### src/rtl/piece_sequencer_pkg.sv
// Shared types for the falling-piece game: game state, collision-check opcodes, sequencer FSM states.
// Latency: n/a (types only).
// Backpressure: n/a (types only).
// Contents: game_state_t, chk_op_t and seq_state_t, all in package tetris_pkg.
package tetris_pkg;

  typedef enum logic [1:0] {
    HOME = 2'b00,
    PLAY = 2'b01,
    OVER = 2'b10
  } game_state_t;

  typedef enum logic [2:0] {
    OP_SPAWN = 3'd0,
    OP_LEFT  = 3'd1,
    OP_RIGHT = 3'd2,
    OP_ROT   = 3'd3,
    OP_DOWN  = 3'd4
  } chk_op_t;

  typedef enum logic [2:0] {
    S_IDLE,
    S_SPAWN,
    S_WAIT,
    S_CHK,
    S_LOCK,
    S_CLEAR,
    S_OVER
  } seq_state_t;

endpackage

### src/rtl/piece_sequencer_gravity_timer.sv
// Gravity time base: counts frame ticks and fires a fall pulse every DROP_TICKS ticks.
// Latency: fall is combinational on the tick that completes a period; the counter updates next edge.
// Backpressure: none; ticks are ignored while en=0, and clr wins over a same-cycle tick.
// Ports: clk, reset (sync, active-high), en (count enable), clr (zero the counter),
//        tick (frame pulse), fall (one-cycle set pulse for the fall flag).
module gravity_timer #(
  parameter int DROP_TICKS = 48,
  parameter int CNT_W      = $clog2(DROP_TICKS + 1)
) (
  input  logic clk,
  input  logic reset,
  input  logic en,
  input  logic clr,
  input  logic tick,
  output logic fall
);

  localparam logic [CNT_W-1:0] LAST = CNT_W'(DROP_TICKS - 1);

  logic [CNT_W-1:0] r_cnt;

  // A tick coinciding with clr (spawn commit / leaving play) is discarded.
  assign fall = en && !clr && tick && (r_cnt == LAST);

  always_ff @(posedge clk) begin
    if (reset || clr) begin
      r_cnt <= '0;
    end else if (en && tick) begin
      r_cnt <= (r_cnt == LAST) ? '0 : r_cnt + CNT_W'(1);
    end
  end

endmodule

### src/rtl/piece_sequencer.sv
// Active-piece sequencer: spawn, player moves, gravity, lock, line-clear hand-off while game state is PLAY.
// Latency: chk_req one cycle after an op is selected; commit one cycle after chk_ack && chk_ok.
// Backpressure: chk_req held until chk_ack; move/gravity requests wait in 1-deep pending flags.
// Ports: clk, reset (sync, active-high), state, tick, mv_left/right/rot/drop in;
//        chk_req/chk_op out, chk_ack/chk_ok in; commit, lock, clear_start out; clear_done in; game_over out.
// Optional: PIECE_SEQUENCER_HARD_DROP_EN enables hard drop on mv_drop (otherwise mv_drop is ignored).
module piece_sequencer #(
  parameter int DROP_TICKS = 48,
  parameter int CNT_W      = $clog2(DROP_TICKS + 1)
) (
  input  logic       clk,
  input  logic       reset,
  input  logic [1:0] state,
  input  logic       tick,
  input  logic       mv_left,
  input  logic       mv_right,
  input  logic       mv_rot,
  input  logic       mv_drop,
  output logic       chk_req,
  output logic [2:0] chk_op,
  input  logic       chk_ack,
  input  logic       chk_ok,
  output logic       commit,
  output logic       lock,
  output logic       clear_start,
  input  logic       clear_done,
  output logic       game_over
);
  import tetris_pkg::*;

  seq_state_t r_st;
  chk_op_t    r_chk_op;
  logic       r_chk_req;
  logic       r_commit;
  logic       r_lock;
  logic       r_clear_start;
  logic       r_game_over;
  logic       r_pend_left;
  logic       r_pend_right;
  logic       r_pend_rot;
  logic       r_pend_fall;

  logic       w_play;
  logic       w_active;
  logic       w_spawn_ok;
  logic       w_fall;
  logic       w_grav_en;
  logic       w_grav_clr;
  logic       w_down_pend;
  logic       w_op_vld;
  chk_op_t    w_op;

  assign w_play     = (state == PLAY);
  assign w_active   = (r_st == S_SPAWN) || (r_st == S_WAIT) || (r_st == S_CHK);
  assign w_spawn_ok = (r_st == S_SPAWN) && r_chk_req && chk_ack && chk_ok;
  assign w_grav_clr = !w_play || w_spawn_ok;

`ifdef PIECE_SEQUENCER_HARD_DROP_EN
  logic r_pend_drop;
  // A hard drop in progress owns the DOWN slot, so gravity is frozen meanwhile.
  assign w_grav_en   = w_play && w_active && !r_pend_drop;
  assign w_down_pend = r_pend_fall || r_pend_drop;
`else
  logic w_unused;
  assign w_unused    = &{1'b0, mv_drop};
  assign w_grav_en   = w_play && w_active;
  assign w_down_pend = r_pend_fall;
`endif

  gravity_timer #(
    .DROP_TICKS(DROP_TICKS),
    .CNT_W     (CNT_W)
  ) u_gravity (
    .clk  (clk),
    .reset(reset),
    .en   (w_grav_en),
    .clr  (w_grav_clr),
    .tick (tick),
    .fall (w_fall)
  );

  // Next op in priority order: DOWN (drop/gravity) > ROT > LEFT > RIGHT.
  always_comb begin
    w_op_vld = 1'b1;
    w_op     = OP_DOWN;
    if (w_down_pend)       w_op = OP_DOWN;
    else if (r_pend_rot)   w_op = OP_ROT;
    else if (r_pend_left)  w_op = OP_LEFT;
    else if (r_pend_right) w_op = OP_RIGHT;
    else begin
      w_op_vld = 1'b0;
      w_op     = OP_SPAWN;
    end
  end

  always_ff @(posedge clk) begin
    if (reset) begin
      r_st          <= S_IDLE;
      r_chk_req     <= 1'b0;
      r_chk_op      <= OP_SPAWN;
      r_commit      <= 1'b0;
      r_lock        <= 1'b0;
      r_clear_start <= 1'b0;
      r_game_over   <= 1'b0;
      r_pend_left   <= 1'b0;
      r_pend_right  <= 1'b0;
      r_pend_rot    <= 1'b0;
      r_pend_fall   <= 1'b0;
`ifdef PIECE_SEQUENCER_HARD_DROP_EN
      r_pend_drop   <= 1'b0;
`endif
    end else begin
      r_commit      <= 1'b0;
      r_lock        <= 1'b0;
      r_clear_start <= 1'b0;
      if (!w_play && (r_st != S_OVER)) begin
        // Leaving play abandons the piece; any in-flight ack is simply never sampled.
        r_st         <= S_IDLE;
        r_chk_req    <= 1'b0;
        r_pend_left  <= 1'b0;
        r_pend_right <= 1'b0;
        r_pend_rot   <= 1'b0;
        r_pend_fall  <= 1'b0;
`ifdef PIECE_SEQUENCER_HARD_DROP_EN
        r_pend_drop  <= 1'b0;
`endif
      end else begin
        case (r_st)
          S_IDLE: r_st <= S_SPAWN;
          S_SPAWN: begin
            if (!r_chk_req) begin
              r_chk_req <= 1'b1;
              r_chk_op  <= OP_SPAWN;
            end else if (chk_ack) begin
              r_chk_req <= 1'b0;
              if (chk_ok) begin
                r_commit <= 1'b1;
                r_st     <= S_WAIT;
              end else begin
                r_game_over <= 1'b1;
                r_st        <= S_OVER;
              end
            end
          end
          S_WAIT: begin
            if (w_op_vld) begin
              r_chk_req <= 1'b1;
              r_chk_op  <= w_op;
              r_st      <= S_CHK;
              // The drop flag stays up so DOWN keeps reissuing until it fails.
              case (w_op)
                OP_DOWN:  r_pend_fall  <= 1'b0;
                OP_ROT:   r_pend_rot   <= 1'b0;
                OP_LEFT:  r_pend_left  <= 1'b0;
                OP_RIGHT: r_pend_right <= 1'b0;
                default:  ;
              endcase
            end
          end
          S_CHK: begin
            if (chk_ack) begin
              r_chk_req <= 1'b0;
              if (chk_ok) begin
                r_commit <= 1'b1;
                r_st     <= S_WAIT;
              end else if (r_chk_op == OP_DOWN) begin
                r_lock <= 1'b1;
                r_st   <= S_LOCK;
              end else begin
                r_st <= S_WAIT;
              end
            end
          end
          S_LOCK: begin
            r_clear_start <= 1'b1;
            r_st          <= S_CLEAR;
            r_pend_left   <= 1'b0;
            r_pend_right  <= 1'b0;
            r_pend_rot    <= 1'b0;
            r_pend_fall   <= 1'b0;
`ifdef PIECE_SEQUENCER_HARD_DROP_EN
            r_pend_drop   <= 1'b0;
`endif
          end
          S_CLEAR: if (clear_done) r_st <= S_SPAWN;
          S_OVER:  r_st <= S_OVER;
          default: r_st <= S_IDLE;
        endcase
        // Placed after the issue logic so a new pulse in the issuing cycle re-arms its flag.
        if (w_active) begin
          if (mv_left)  r_pend_left  <= 1'b1;
          if (mv_right) r_pend_right <= 1'b1;
          if (mv_rot)   r_pend_rot   <= 1'b1;
          if (w_fall)   r_pend_fall  <= 1'b1;
`ifdef PIECE_SEQUENCER_HARD_DROP_EN
          if (mv_drop)  r_pend_drop  <= 1'b1;
`endif
        end
      end
    end
  end

  assign chk_req     = r_chk_req;
  assign chk_op      = r_chk_op;
  assign commit      = r_commit;
  assign lock        = r_lock;
  assign clear_start = r_clear_start;
  assign game_over   = r_game_over;

endmodule

### config.mk
export PLATFORM = sky130hd
export DESIGN_NAME = piece_sequencer
export DESIGN_NICKNAME = d
export VERILOG_FILES = /design/src/rtl/piece_sequencer_pkg.sv /design/src/rtl/piece_sequencer_gravity_timer.sv /design/src/rtl/piece_sequencer.sv
export SDC_FILE = /design/constraint.sdc
export NUM_CORES = 1
export LEC_CHECK = 0
export CAP_MARGIN = 20
export CELL_PAD_IN_SITES_DETAIL_PLACEMENT = 0
export CELL_PAD_IN_SITES_GLOBAL_PLACEMENT = 2
export CORE_MARGIN = 2
export CORE_UTILIZATION = 29
export CTS_BUF_LIST = sky130_fd_sc_hd__clkbuf_4
export DETAILED_ROUTE_END_ITERATION = 7
export MAX_ROUTING_LAYER = met4
export PLACE_DENSITY = 0.8
export SETUP_SLACK_MARGIN = 0.3
export SLEW_MARGIN = 20
export SYNTH_ARGS = -nofsm -noshare
export SYNTH_HDL_FRONTEND = slang
export SYNTH_SLANG_ARGS = --single-unit
### constraint.sdc
create_clock -name clk -period 1.34 [get_ports clk]
set_input_delay 0.268 -clock clk [delete_from_list [all_inputs] [get_ports clk]]
set_output_delay 0.268 -clock clk [all_outputs]
set_load 0.02 [all_outputs]
==> results of run 1 <==
[area by class of cell]
type / count / area [um^2]
flip-flops and latches: 21 / 453
clock inverters: 1 / 5.00
fillers: 362 / 1810
clock buffers: 3 / 22.5
repair buffers: 50 / 484
inverters: 4 / 17.5
multi-input cells: 102 / 862
well taps: 48 / 60.1
[kinds of logic after synthesis]
kind of cell	after synthesis	share of synthesized area [%]
simple gates	60	30.0
compound gates	31	18.3
flops	21	37.2
buf+inv	10	4.76
mux	6	5.64
xor+xnor	4	3.10
fa+ha+maj	1	1.11
[sequential cells by signal, indices dropped and copies added, names as in the netlist]
name,flops
r_pend_rot,1
game_over,1
commit,1
r_pend_left,1
clear_start,1
r_st,3
chk_op,3
chk_req,1
r_pend_fall,1
r_pend_right,1
lock,1
u_gravity.r_cnt,6
[cell usage after synthesis, types with 2 or more instances]
cell type  number  area (um^2)
nand2_1        13         48.8
nor3_1          4         20.0
a221oi_1        3         26.3
o21ai_0         5         25.0
clkbuf_1        3         11.3
a21oi_1        11         55.1
inv_1           3         11.3
mux2i_1         3         30.0
nand3_1         2         10.0
a311o_1         2         20.0
nor2_1         14         52.6
nor2b_1         6         37.5
nand4_1         3         18.8
or3_1           2         12.5
and2_1          2         12.5
a21o_1          2         15.0
buf_6           2         22.5
mux2_2          3         33.8
dfxtp_1        21          420
xor2_1          3         26.3
o31ai_1         2         15.0
[per-stage QoR]
stage                     total power (uW)  hold WS, ns  area, um^2
after CTS                             1080        0.441        1740
final                                 1080        0.483        1900
after detailed placement               760        0.466        1550
after floorplan                        691        0.404        1170
after global placement                 760        0.460        1550
after global routing                  1130        0.485        1900
[metal layers]
layer	vias to the layer above	routed length, um
li1	582	-
met1	529	1500
met2	25	1490
met3	2	110
met4	0	21
met5	-	0
[repair_timing]
item,CTS,global route
buffers inserted,2,4
setup endpoints to repair,29,29
gates cloned,1,0
resized for setup,81,41
pin swaps,8,15
[worst register-to-register path, delay by kind of cell, from the launching register on]
| kind | cells | cell delay (ns) |
|---|---|---|
| flops | 1 | 0.33 |
| compound gates | 2 | 0.44 |
| simple gates | 2 | 0.63 |
[worst paths after layout]
kind / endpoint / startpoint / slack, ns / cells past startpoint
max: chk_req / r_pend_left / -0.16 / 4
min: clear_start / reset / 0.48 / 2
min reg2reg: game_over / game_over / 0.50 / 1
max reg2reg: chk_req / r_pend_left / -0.16 / 4
[power by group]
group | leakage, uW | switching [uW] | internal, uW
combinational | 0.000546 | 66.7 | 77.3
clock | 0.0000177 | 207 | 111
sequential | 0.000178 | 3.42 | 615
total | 0.000742 | 278 | 804
[cell usage in the layout (no fill, tap or decap), types with 4 or more instances in the layout]
cell type and instances:
o21ai_0 4, dfxtp_1 7, dfxtp_4 6, nand2_1 9, a21oi_1 7, nor3_2 4
clkdlybuf4s50_1 7, nor2_1 10, buf_6 16, dfxtp_2 8, nor2b_1 4, buf_4 22
a21oi_2 5
==> reports/metrics.csv, run 1 <==
metric,value,unit
outcome,finished with violations,
violations,negative setup slack,
use_met3,2.03,%
synth_area,1130,um^2
final.setup_skew,0.00629,ns
p_leak,0.000742,uW
syn_to_final_growth,68.4,%
cts_root_buf,clkbuf_4,
antenna_found_initial,0,
dp_slack,-0.457,ns
die_area,4420,um^2
clock_latency,0.31,ns
use_met1,21.2,%
dr_total_vias,1138,
start_kind,flip-flop,
critical-path-slowest-cell,or4_4,
drc_errors,0,
yosys_warnings,0,
vdd_ir_drop_max,0.000272,V
cts-hold-fix-buffers,0,
totalWireLength,3.13,mm
cts_sinks,21,
worstSetupPathType,reg2reg,
fp.coreArea,3720,um^2
rsz0062_at_grt,true,
arrival,1.70,ns
cts_max_path_buffers,2,
drt_pass1_iterations,4,
io_buffers,18,
grt_pass1_wl,5.02,mm
synthCells,133,
fin_crit,1.50,ns
placementRows,22,
final_nets,195,
slew_violations,0,
layoutNonFillerInstCount,229,
synth_cell_type_count,45,
vias_per_cell,4.97,
grt_remaining_overflow,0,
fin_ws,-0.163,ns
numCtsBuffers,3,
cts_tree,done,
synth_seq_area_share,37.2,%
first_global_vias,1098,
hold_violations,0,
maxCapViolCount,0,
path_delay_family,simple AND/OR/NAND/NOR gates,
worstPathCellList,or4_4 > a311o_1 > nand2_1 > a21oi_1,
fp.dieW,66.5,um
clkTransAtPathRegs,0.13,ns
dpl.hpwl,2.16,mm
utilization,51.2,%
ys.flop_type,dfxtp_1,
avgSynthCellArea,8.50,um^2
endpoint_kind,flip-flop,
worst_pin_slew,0.359,ns
fmax,666,MHz
drt_iter0_markers,33,
hp-class,in2reg,
syn_nets,146,
synth_edf_count,0,
grtUsageMet2,22.8,%
power_density,568,nW/um^2
slew_headroom,76.1,%
path_buf_inv,0,
finalSetupTns,-0.639,ns
dp_cells,218,
grt.busiest_layer,met2,
fp.dieH,66.5,um
wl_per_cell,13.7,um
grt_usage,15.0,%
ant_nets,0,
num_antenna_cells,0,
synth-async-reset-ratio,0,%
drive_gt1_share,55.2,%
setup_viol,5,
ioPinCount,20,
required,1.54,ns
gp_congestion,0.765,
cp_max_fo,3,
cpPeakStageDelay,0.57,ns
yosys_register_bits,21,
initial_core_util,30.4,%
timing.final.crit_share,112,%
ctsHtreeMaxLevel,1,
grt_max_degree,13,
Power figures use the tool's default switching activity.
==> inputs of run 2 (changes only) <==
SKIP_CTS_REPAIR_TIMING = 1   (was unset)
==> run 2 against run 1 <==
The run still ends with negative setup slack left. Sequential power is essentially flat. Largest power group unchanged. Non-clock buffer count grew 3. Routed wire length grew 2.3%. Clock skew is essentially flat. Cell area shrank 0.13%. Combinational power is essentially flat. Fmax grew 1.1%. Sequential cell count is the same. Clock power is essentially flat. Setup slack gained 0.016 ns.
==> reports/metrics.csv, run 2 (same netlist as run 1, synthesis figures left out) <==
metric,value,unit
num_antenna_cells,0,
worst_pin_slew,0.333,ns
syn_to_final_growth,68.1,%
vias_per_cell,4.88,
cpPeakStageDelay,0.56,ns
numCtsBuffers,3,
maxCapViolCount,0,
grt_pass1_wl,4.82,mm
vdd_ir_drop_max,0.000276,V
required,1.54,ns
clock_latency,0.30,ns
top_register,u_gravity.r_cnt,
worstSetupPathType,reg2reg,
worst_r2r_path_depth,4,
slew_violations,0,
cp_max_fo,3,
cts_sinks,21,
final_nets,198,
ctsHtreeMaxLevel,1,
dp_cells,218,
final.setup_skew,0.00618,ns
cts_tree,done,
grt_remaining_overflow,0,
dpl_cell_area,1550,um^2
layoutNonFillerInstCount,232,
reg2reg_from,r_pend_fall,
start_kind,flip-flop,
finish.instance_area,1900,um^2
arrival,1.69,ns
fin_ws,-0.146,ns
worstHoldStart,reset,
mostFrequentLayoutCells,"buf_4, buf_6, nand2_1, nor2_1, dfxtp_1",
cts_root_buf,clkbuf_4,
wl_per_cell,13.8,um
worstPathCellList,or4_4 > a21oi_2 > nor3_2 > mux2_2,
timing.rr.end,chk_op[1],
fp.dieW,66.5,um
utilization,51.2,%
largest_reg_flops,6,
drc_errors,0,
reg2reg_slack,-0.15,ns
setup_viol,9,
fin_crit,1.49,ns
critical-path-slowest-cell,or4_4,
p_leak,0.000761,uW
endpoint_kind,flip-flop,
outcome,finished with violations,
ioPinCount,20,
layout_commonest_cell,buf_4,
gp_congestion,0.765,
totalWireLength,3.20,mm
crit_path_start,r_pend_fall,
holdPathStages,2,
timing.final.crit_share,111,%
design_power_total,1080,uW
fp.coreArea,3720,um^2
antenna_found_initial,0,
min_to,clear_start,
drive_gt1_share,54.9,%
drt_iter0_markers,32,
fp.dieH,66.5,um
hold_violations,0,
grt_usage,14.5,%
initial_core_util,30.4,%
placementRows,22,
fmax,673,MHz
rsz0062_at_grt,true,
dpl.hpwl,2.16,mm
die_area,4420,um^2
dr_total_vias,1133,
first_global_vias,1068,
violations,negative setup slack,
slew_headroom,77.8,%
cts_max_path_buffers,2,
grt_max_degree,13,
io_buffers,18,
drt_pass1_iterations,4,
ant_nets,0,
power_density,568,nW/um^2
hp-class,in2reg,
clkTransAtPathRegs,0.13,ns
run 2: metal layers:
metal | vias to the layer above | part of all wire, % | routed length [um] | global-route usage (%)
met5 | - | 0 | 0 | -
met1 | 524 | 47 | 1510 | 20.7
met3 | 2 | 3.1 | 100 | 2.03
li1 | 590 | - | - | -
met2 | 17 | 49 | 1570 | 21.4
met4 | 0 | 0.66 | 21 | 3.83
run 2: power by group:
part / switching [uW] / internal (uW)
Combinational: 65.0 / 79.2
Clock: 207 / 111
Sequential: 3.84 / 615
Total: 275 / 806
run 2: how the worst max path moves through the flow:
stage,endpoint,cells past startpoint
6_report,chk_op[1],4
5_1_grt,chk_op[2],4
4_1_cts,chk_req,1
3_5_place_dp,u_gravity.r_cnt[5],5
3_3_place_gp,chk_op[1],4
2_1_floorplan,chk_op[1],4
run 2: final cells by class:
cell class | count | area (um^2)
Clock buffer | 3 | 22.5
Sequential cell | 21 | 452
Tap cell | 48 | 60.1
Fill cell | 374 | 1810
Inverter | 4 | 18.8
Timing Repair Buffer | 53 | 508
Multi-Input combinational cell | 102 | 836
Clock inverter | 1 | 5.00
run 2: critical path: cells and delay by family (launching register included):
kind | cells | cell delay [ns]
AOI/OAI and AO/OA | 1 | 0.15
and+or+nand+nor | 2 | 0.63
DFF | 1 | 0.34
muxes | 1 | 0.27
run 2: metrics by stage:
stage | hold slack (ns) | setup slack (ns) | setup TNS [ns]
2_1_floorplan | 0.404 | -0.0883 | -0.264
6_report | 0.344 | -0.146 | -0.725
4_1_cts | 0.497 | -0.279 | -2.72
3_5_place_dp | 0.466 | -0.457 | -6.82
3_3_place_gp | 0.460 | -0.393 | -6.45
5_1_grt | 0.338 | -0.190 | -1.33
==> inputs of run 3 (changes only) <==
CORE_ASPECT_RATIO = 0.75   (was unset)
CORE_UTILIZATION = 27   (was 29)
CTS_BUF_LIST = unset   (was sky130_fd_sc_hd__clkbuf_4)
PLACE_DENSITY = 0.75   (was 0.8)
==> run 3 against run 2 <==
The flow still finishes with violations (negative setup slack). Sequential share of layout area up 1.2 points. Clock skew down 0.00053 ns. Highest routed layer unchanged. Register-to-register slack worse by 0.03 ns. Non-clock buffer count is 3 lower. Core utilization decreased by 7.8 points. Critical path type unchanged. First-iteration DRC count is 25% higher. Worst hold slack better by 0.084 ns. Via count shrank 0.97%. Cell area fell by 8.2%. Sequential cell count did not move.
==> reports/metrics.csv, run 3 (same netlist as run 1, synthesis figures left out) <==
metric,value,unit
outcome,finished with violations,
violations,negative setup slack,
start_kind,flip-flop,
grt_max_degree,13,
final.setup_skew,0.00565,ns
timing.rr.end,chk_op[1],
syn_to_final_growth,54.4,%
fp.coreArea,4030,um^2
maxCapViolCount,0,
clock_latency,0.27,ns
slew_violations,0,
setup_viol,9,
power_density,680,nW/um^2
drive_gt1_share,41.4,%
first_global_vias,1051,
antenna_found_initial,0,
dr_total_vias,1122,
initial_core_util,28.1,%
cts_max_path_buffers,2,
ant_nets,0,
seq_area,435,um^2
drt_iter0_markers,40,
io_buffers,18,
die_area,4730,um^2
top_register,u_gravity.r_cnt,
vias_per_cell,4.75,
reg2reg_from,r_pend_right,
totalWireLength,3.03,mm
grt_usage,14.8,%
holdPathStages,3,
grt_remaining_overflow,0,
worstPathCellList,or4_4 > a21oi_4 > nor3_4 > mux2_2,
slew_headroom,76.5,%
multi_input_area,747,um^2
path_delay_family,simple AND/OR/NAND/NOR gates,
fp.dieW,78.7,um
cts_tree,done,
drc_errors,0,
cts_sinks,21,
path_buf_inv,0,
worstSetupPathType,reg2reg,
largest_reg_flops,6,
mostFrequentLayoutCells,"buf_4, dfxtp_1, nand2_1, nor2_1, a21oi_1",
ioPinCount,20,
critical-path-slowest-cell,or4_4,
dpl_cell_area,1580,um^2
fp.dieH,60.1,um
rsz0062_at_grt,true,
grt_pass1_wl,5.15,mm
num_antenna_cells,0,
arrival,1.67,ns
hold_slack,0.428,ns
hold_violations,0,
min_to,clear_start,
finalSetupTns,-0.656,ns
fin_ws,-0.172,ns
fin_crit,1.51,ns
n_fill_cell,410,
worst_pin_slew,0.351,ns
wl_per_cell,12.8,um
worst_r2r_path_depth,4,
reg2reg_slack,-0.17,ns
clkTransAtPathRegs,0.08,ns
endpoint_kind,flip-flop,
gp_congestion,0.818,
final_nets,195,
vdd_ir_drop_max,0.000361,V
fmax,661,MHz
layout_commonest_cell,buf_4,
placementRows,20,
design_power_total,1190,uW
hp-class,in2reg,
dpl.hpwl,2.32,mm
drt_pass1_iterations,4,
numCtsBuffers,3,
worstHoldStart,state[0],
cpPeakStageDelay,0.57,ns
ctsHtreeMaxLevel,1,
cp_max_fo,3,
p_leak,0.000704,uW
required,1.50,ns
finish.instance_area,1750,um^2
utilization,43.4,%
timing.final.crit_share,113,%
cts_root_buf,clkbuf_8,
[run 3: changes by cell type in the layout (fill, tap and decap cells not counted), moves of 4 or more]
cell,delta
a21oi_1,+4
a21oi_2,-5
buf_4,+8
buf_6,-10
dfxtp_1,+5
dfxtp_4,-4
nor2_1,+4
[run 3: how the worst max path moves through the flow]
stage	from	endpoint	slack, ns	depth (start not counted)
2_1_floorplan	r_pend_fall	chk_op[1]	-0.09	4
3_3_place_gp	state[1]	chk_op[2]	-0.39	4
3_5_place_dp	state[1]	chk_op[2]	-0.45	4
4_1_cts	chk_req	chk_req	-0.24	1
5_1_grt	r_st[0]	chk_op[2]	-0.21	4
6_report	r_pend_right	chk_op[1]	-0.17	4
[run 3: per-layer routing]
| layer | vias up | share of wire [%] | global-route usage [%] |
|---|---|---|---|
| met3 | 5 | 5.6 | 3.63 |
| met4 | 0 | 1.1 | 4.51 |
| met5 | - | 0 | - |
| met1 | 509 | 51 | 20.9 |
| li1 | 583 | - | - |
| met2 | 25 | 42 | 20.6 |
[run 3: per-stage QoR]
stage	cells	setup WS, ns
2_1_floorplan	133	-0.0883
3_3_place_gp	227	-0.391
3_5_place_dp	227	-0.454
4_1_cts	231	-0.236
5_1_grt	236	-0.212
6_report	236	-0.172
[run 3: area by class of cell]
cell class                 instances  share of cell area (%)
multi-input combinational        102                    42.8
sequential                        21                    24.9
timing repair buffer              50                    24.6
tap                               55                    3.94
clock buffer                       3                    2.36
inverter                           4                    1.07
clock inverter                     1                   0.287
[run 3: worst reg2reg max path: stages, from the launching register on]
cell and delay, ns:
dfxtp_2 0.33, or4_4 0.57, a21oi_4 0.17, nor3_4 0.06, mux2_2 0.27
[run 3: where the power goes]
| part | internal [uW] | leakage, uW | total (uW) | switching (uW) |
|---|---|---|---|---|
| combinational | 75.5 | 0.000504 | 135 | 59.6 |
| sequential | 622 | 0.000174 | 624 | 2.99 |
| clock | 208 | 0.0000255 | 429 | 221 |
| total | 905 | 0.000704 | 1190 | 283 |
==> RTL change 1: new RTL, flow settings as in run 1 <==
`DROP_TICKS` is set to 48 in 2 places; all go to 96.
--- a/src/rtl/piece_sequencer_gravity_timer.sv
+++ b/src/rtl/piece_sequencer_gravity_timer.sv
@@ -5,5 +5,5 @@
 //        tick (frame pulse), fall (one-cycle set pulse for the fall flag).
 module gravity_timer #(
-  parameter int DROP_TICKS = 48,
+  parameter int DROP_TICKS = 96,
   parameter int CNT_W      = $clog2(DROP_TICKS + 1)
 ) (
--- a/src/rtl/piece_sequencer.sv
+++ b/src/rtl/piece_sequencer.sv
@@ -6,5 +6,5 @@
 // Optional: PIECE_SEQUENCER_HARD_DROP_EN enables hard drop on mv_drop (otherwise mv_drop is ignored).
 module piece_sequencer #(
-  parameter int DROP_TICKS = 48,
+  parameter int DROP_TICKS = 96,
   parameter int CNT_W      = $clog2(DROP_TICKS + 1)
 ) (
Behaviour: same outputs for any inputs over 10 cycles, from zero or initial values and one cycle with reset high; that may be too few to reach the edited logic, so the function may still have changed.
==> RTL change 1 against run 1 <==
  * Count of clock-buffer cells in the layout did not move
  * Setup slack got worse by 200 ps
  * Sequential cell count rose by 1
  * The run still ends with setup timing left
  * Area after synthesis fell by 0.44%
  * Routed wire length fell by 0.32%
  * Total power barely moved
  * Sequential power rose by 6.1%
  * Final area fell by 4.3%
  * Core utilization fell by 1.9 points
==> RTL change 1: results (changes against run 1) <==
* Status: finished, violations left
* Violated checks: setup timing
* DP Area at 1630 um^2 (+4.7%)
* Clk_skew at 4.53 ps (-1.76 ps)
* Crit path max fanout at 4 (+1)
* Register area share after synthesis at 0.391 (+0.0194)
* Clock power share at 0.273 (-0.022)
* Mux cell area share after synthesis at 0.00889 (-0.0475)
* Routing usage on met1 at 0.185 (-0.0269)
* Met2 wire len at 1.61 mm (+8.1%)
* Met1 wire length at 1.37 mm (-8.8%)
* Maximum VDD drop at 0.000490 V (+80%)
* Post-Place Cells at 227 (+4.1%)
* Synth Area in Compound Gates at 0.207 (+0.0241)
* Pin count of the biggest net entering global routing at 15 (+2)
* Global-route wire length before repair at 5.39 mm (+7.3%)
* Leak pwr at 0.687 nW (-7.3%)
* GP Congestion at 0.798 (+4.4%)
* Syn Nets at 147 (+0.68%)
* Synth Area in Adders at 0.0111 (+0.0000492)
* Hpwl dp at 2.35 mm (+8.5%)
* Vias in the first global route at 1188 (+8.2%)
* Worst Setup SP: r_st[0]
* Postcts setup bufs at 3 (+1)
* Met2 global-route usage at 0.286 (+0.0588)
* Switching share of power at 0.232 (-0.0243)
* FF-to-FF End: chk_op[1]
* Final setup vio count at 20 (+15)
* Share of layout cells above drive strength 1 at 0.417 (-0.135)
* Met3 usage at 0.0358 (+0.0155)
* Initial drt markers at 81 (+150%)
* P_seq at 657 uW (+6.1%)
* Largest cells by area after synthesis: dfxtp_1 (39%), a21oi_1 (5.8%), xnor2_1 (4.7%)
* Routed WL at 3.12 mm (-0.32%)
* Post-route setup slack at -361 ps (-199 ps)
* GRT Overall Usage at 0.162 (+0.0112)
* Max reg flops at 7 (+1)
* Fin cells at 235 (+2.6%)
* WL met3 at 113 um (+2.7%)
* Starting Density at 0.305 (+0.000915)
* Setup WS pre-CTS at -447 ps (+10.1 ps)
==> RTL change 1: changes by cell type in the layout (fill, tap and decap cells not counted), sizes merged, moves of 4 or more <==
cell	change
nor4	+5
nand2	-4
nor2b	-5
buf	+6
xnor2	+5
==> RTL change 1: layout make-up <==
cell class	instances	area, um^2
inverters	5	18.8
fillers	347	1870
clock buffers	3	22.5
well taps	48	60.1
flip-flops and latches	22	455
multi-input cells	101	764
repair buffers	56	500
==> RTL change 1: worst max-delay path, cell delays in order (launching register included) <==
cell and delay [ps]:
dfxtp_4 390, or3b_1 370, a211o_1 290, or4_1 470, a21oi_1 130
==> RTL change 1: worst min path at each step <==
stage / cells after the start / slack, ps / startpoint / to
2_1_floorplan: 1 / 340 / reset / chk_op[0]
3_3_place_gp: 1 / 450 / game_over / game_over
3_5_place_dp: 1 / 470 / game_over / game_over
4_1_cts: 2 / 430 / chk_ok / commit
5_1_grt: 2 / 460 / chk_ok / commit
6_report: 2 / 440 / chk_ok / commit
==> RTL change 2: new RTL, config.mk and constraints of run 1 <==
Without the edit above. Encoding of `seq_state_t`: now Gray code (3 bits for 7 states).
--- a/src/rtl/piece_sequencer_pkg.sv
+++ b/src/rtl/piece_sequencer_pkg.sv
@@ -20,11 +20,11 @@
 
   typedef enum logic [2:0] {
-    S_IDLE,
-    S_SPAWN,
-    S_WAIT,
-    S_CHK,
-    S_LOCK,
-    S_CLEAR,
-    S_OVER
+    S_IDLE  = 3'b000,
+    S_SPAWN = 3'b001,
+    S_WAIT  = 3'b011,
+    S_CHK   = 3'b010,
+    S_LOCK  = 3'b110,
+    S_CLEAR = 3'b111,
+    S_OVER  = 3'b101
   } seq_state_t;
 
Behaviour: same outputs for any inputs over 10 cycles, from zero or initial values and one cycle with reset high; not proved beyond that.
==> RTL change 2 against run 1 <==
  * Routed wire length is 17% higher
  * Synthesized cell count fell by 2.3%
  * Final area grew 12%
  * Sequential share of layout area down 2.1 points
  * Area after synthesis shrank 0.55%
  * Sequential cell count did not move
  * Via count increased by 6.4%
  * Setup slack gained 150 ps
  * Total power increased by 6.5%
  * The flow still finishes with violations (setup timing)
  * Highest routed layer unchanged
  * Combinational power up 28%
  * Core utilization rose by 6.4 points
==> RTL change 2: results (changes against run 1) <==
* Crit path DAT at 1560 ps (-140 ps)
* Share of layout cells above drive strength 1 at 0.661 (+0.109)
* First-pass DRT Iterations at 4 (unchanged)
* Largest cells by area after synthesis: dfxtp_1 (37%), a21oi_1 (5.3%), nor2_1 (5.0%)
* DP Area at 1590 um^2 (+2.2%)
* Register name with the most flops: u_gravity.r_cnt
* Nets@finish at 206 (+5.6%)
* Pin count of the biggest net entering global routing at 12 (-1)
* Root buf cell: clkbuf_4
* Clk buf depth at 2 (unchanged)
* Avg Cell Area, Syn at 8.65 um^2 (+1.7%)
* Initial antenna violation count at 0 (unchanged)
* Hpwl dp at 2.30 mm (+6.5%)
* # port buffers at 18 (unchanged)
* GP Congestion at 0.816 (+6.7%)
* Drt wl/cell at 15.3 um (+12%)
* Vias in the first global route at 1323 (+20%)
* Synth cell count leaders: dfxtp_1 (21), nor2_1 (15), a21oi_1 (12), nand2_1 (12), inv_1 (6)
* Maximum VDD drop at 0.000359 V (+32%)
* Status: finished, violations left
* Number of enable flip-flop cells after synthesis at 0 (unchanged)
* Initial drt markers at 61 (+85%)
* GRT Overall Usage at 0.193 (+0.0430)
* Worst hold path class: in2reg
* Clk_skew at 6.44 ps (+0.154 ps)
* Critical path's top delay family: simple AND/OR/NAND/NOR gates
* Syn Nets at 143 (-2.1%)
* Violated checks: setup timing
* Synth unique cells at 46 (+2.2%)
* Worst-Margin Slew at 339 ps (-20.6 ps)
* Via-to-Cell Ratio at 5.05 (+1.5%)
* Slowest-stage cell, CP: or4b_4
* Routed WL at 3.67 mm (+17%)
* Internal power at 847 uW (+5.5%)
* Max reg flops at 6 (unchanged)
* Register area share after synthesis at 0.374 (+0.00207)
* CTS H-tree depth at 1 (unchanged)
* Worst path max stage delay at 550 ps (-20 ps)
* Setup WS pre-CTS at -414 ps (+43.7 ps)
* Global-route wire length before repair at 6.35 mm (+26%)
* YS warnings at 0 (unchanged)
* Post-Place Cells at 217 (-0.46%)
* Leak pwr at 0.871 nW (+17%)
* Crit path max fanout at 3 (unchanged)
* Post-route setup slack at -8.64 ps (+154 ps)
* Final setup vio count at 1 (-4)
-- RTL change 2: cell types whose count changed after synthesis, sizes merged, moves of 3 or more --
cell	delta
nand2b	+3
nand3b	+4
mux2	-3
clkbuf	-3
inv	+3
-- RTL change 2: power by group through the flow --
stage	Combinational (mW)	Clock (mW)	Sequential (mW)
2_1_floorplan	0.0582	0	0.639
3_3_place_gp	0.132	0	0.640
3_5_place_dp	0.131	0	0.640
4_1_cts	0.164	0.348	0.621
5_1_grt	0.196	0.386	0.619
6_report	0.184	0.350	0.618
-- RTL change 2: worst register-to-register path, cell delays in order (launching register included) --
cell and delay (ps):
dfxtp_2 350, or4b_4 550, nor2b_4 140, o22ai_2 130, a221oi_2 70
-- RTL change 2: layer usage --
| metal | vias to the layer above | share of wire | track usage | wire length (um) |
|---|---|---|---|---|
| li1 | 603 | - | - | - |
| met1 | 584 | 0.44 | 0.240 | 1610 |
| met2 | 18 | 0.52 | 0.334 | 1910 |
| met3 | 6 | 0.027 | 0.0221 | 100 |
| met4 | 0 | 0.014 | 0.0485 | 50 |
| met5 | - | 0 | - | 0 |
-- RTL change 2: metrics by stage --
stage / TNS [ps] / total power [mW]
2_1_floorplan: 0 / 0.698
3_3_place_gp: -5670 / 0.772
3_5_place_dp: -5990 / 0.772
4_1_cts: 0 / 1.13
5_1_grt: -154 / 1.20
6_report: -8.64 / 1.15
-- RTL change 2: path summary, 6_finish.rpt --
path,startpoint,end,slack (ps),cells after the start
worst max-delay path,chk_op[0],r_st[0],-9,4
worst min-delay path,mv_right,r_pend_right,480,3
worst max register to register,chk_op[0],r_st[0],-9,4
worst min register to register,r_pend_right,r_pend_right,500,2
-- RTL change 2: layout make-up --
class,count,area (um^2)
Fill cell,338,1560
Multi-Input combinational cell,99,986
Tap cell,48,60.1
Clock buffer,4,30.0
Inverter,6,22.5
Timing Repair Buffer,62,567
Sequential cell,21,460
-- RTL change 2: timing repair --
| item | 4_1_cts | 5_1_grt |
|---|---|---|
| endpoints found under the setup margin | 29 | 29 |
| hold buffers | 0 | 0 |
| setup buffers | 16 | 3 |
| endpoints found under the hold margin | 0 | 0 |
| pin swaps | 25 | 22 |
| gates cloned | 0 | 0 |
| resized for setup | 102 | 36 |
-- RTL change 2: logic make-up (layout without fill, tap and decap cells) --
group | Yosys count | count (layout) | share of synthesized area
AND/OR/NAND/NOR | 55 | 55 | 0.285
AO/OA/AOI/OAI | 40 | 40 | 0.255
flip-flops | 21 | 21 | 0.374
buffers and inverters | 10 | 72 | 0.0501
multiplexers | 2 | 2 | 0.0178
adder cells (fa/ha/maj) | 1 | 1 | 0.0111
XOR/XNOR | 1 | 1 | 0.00779
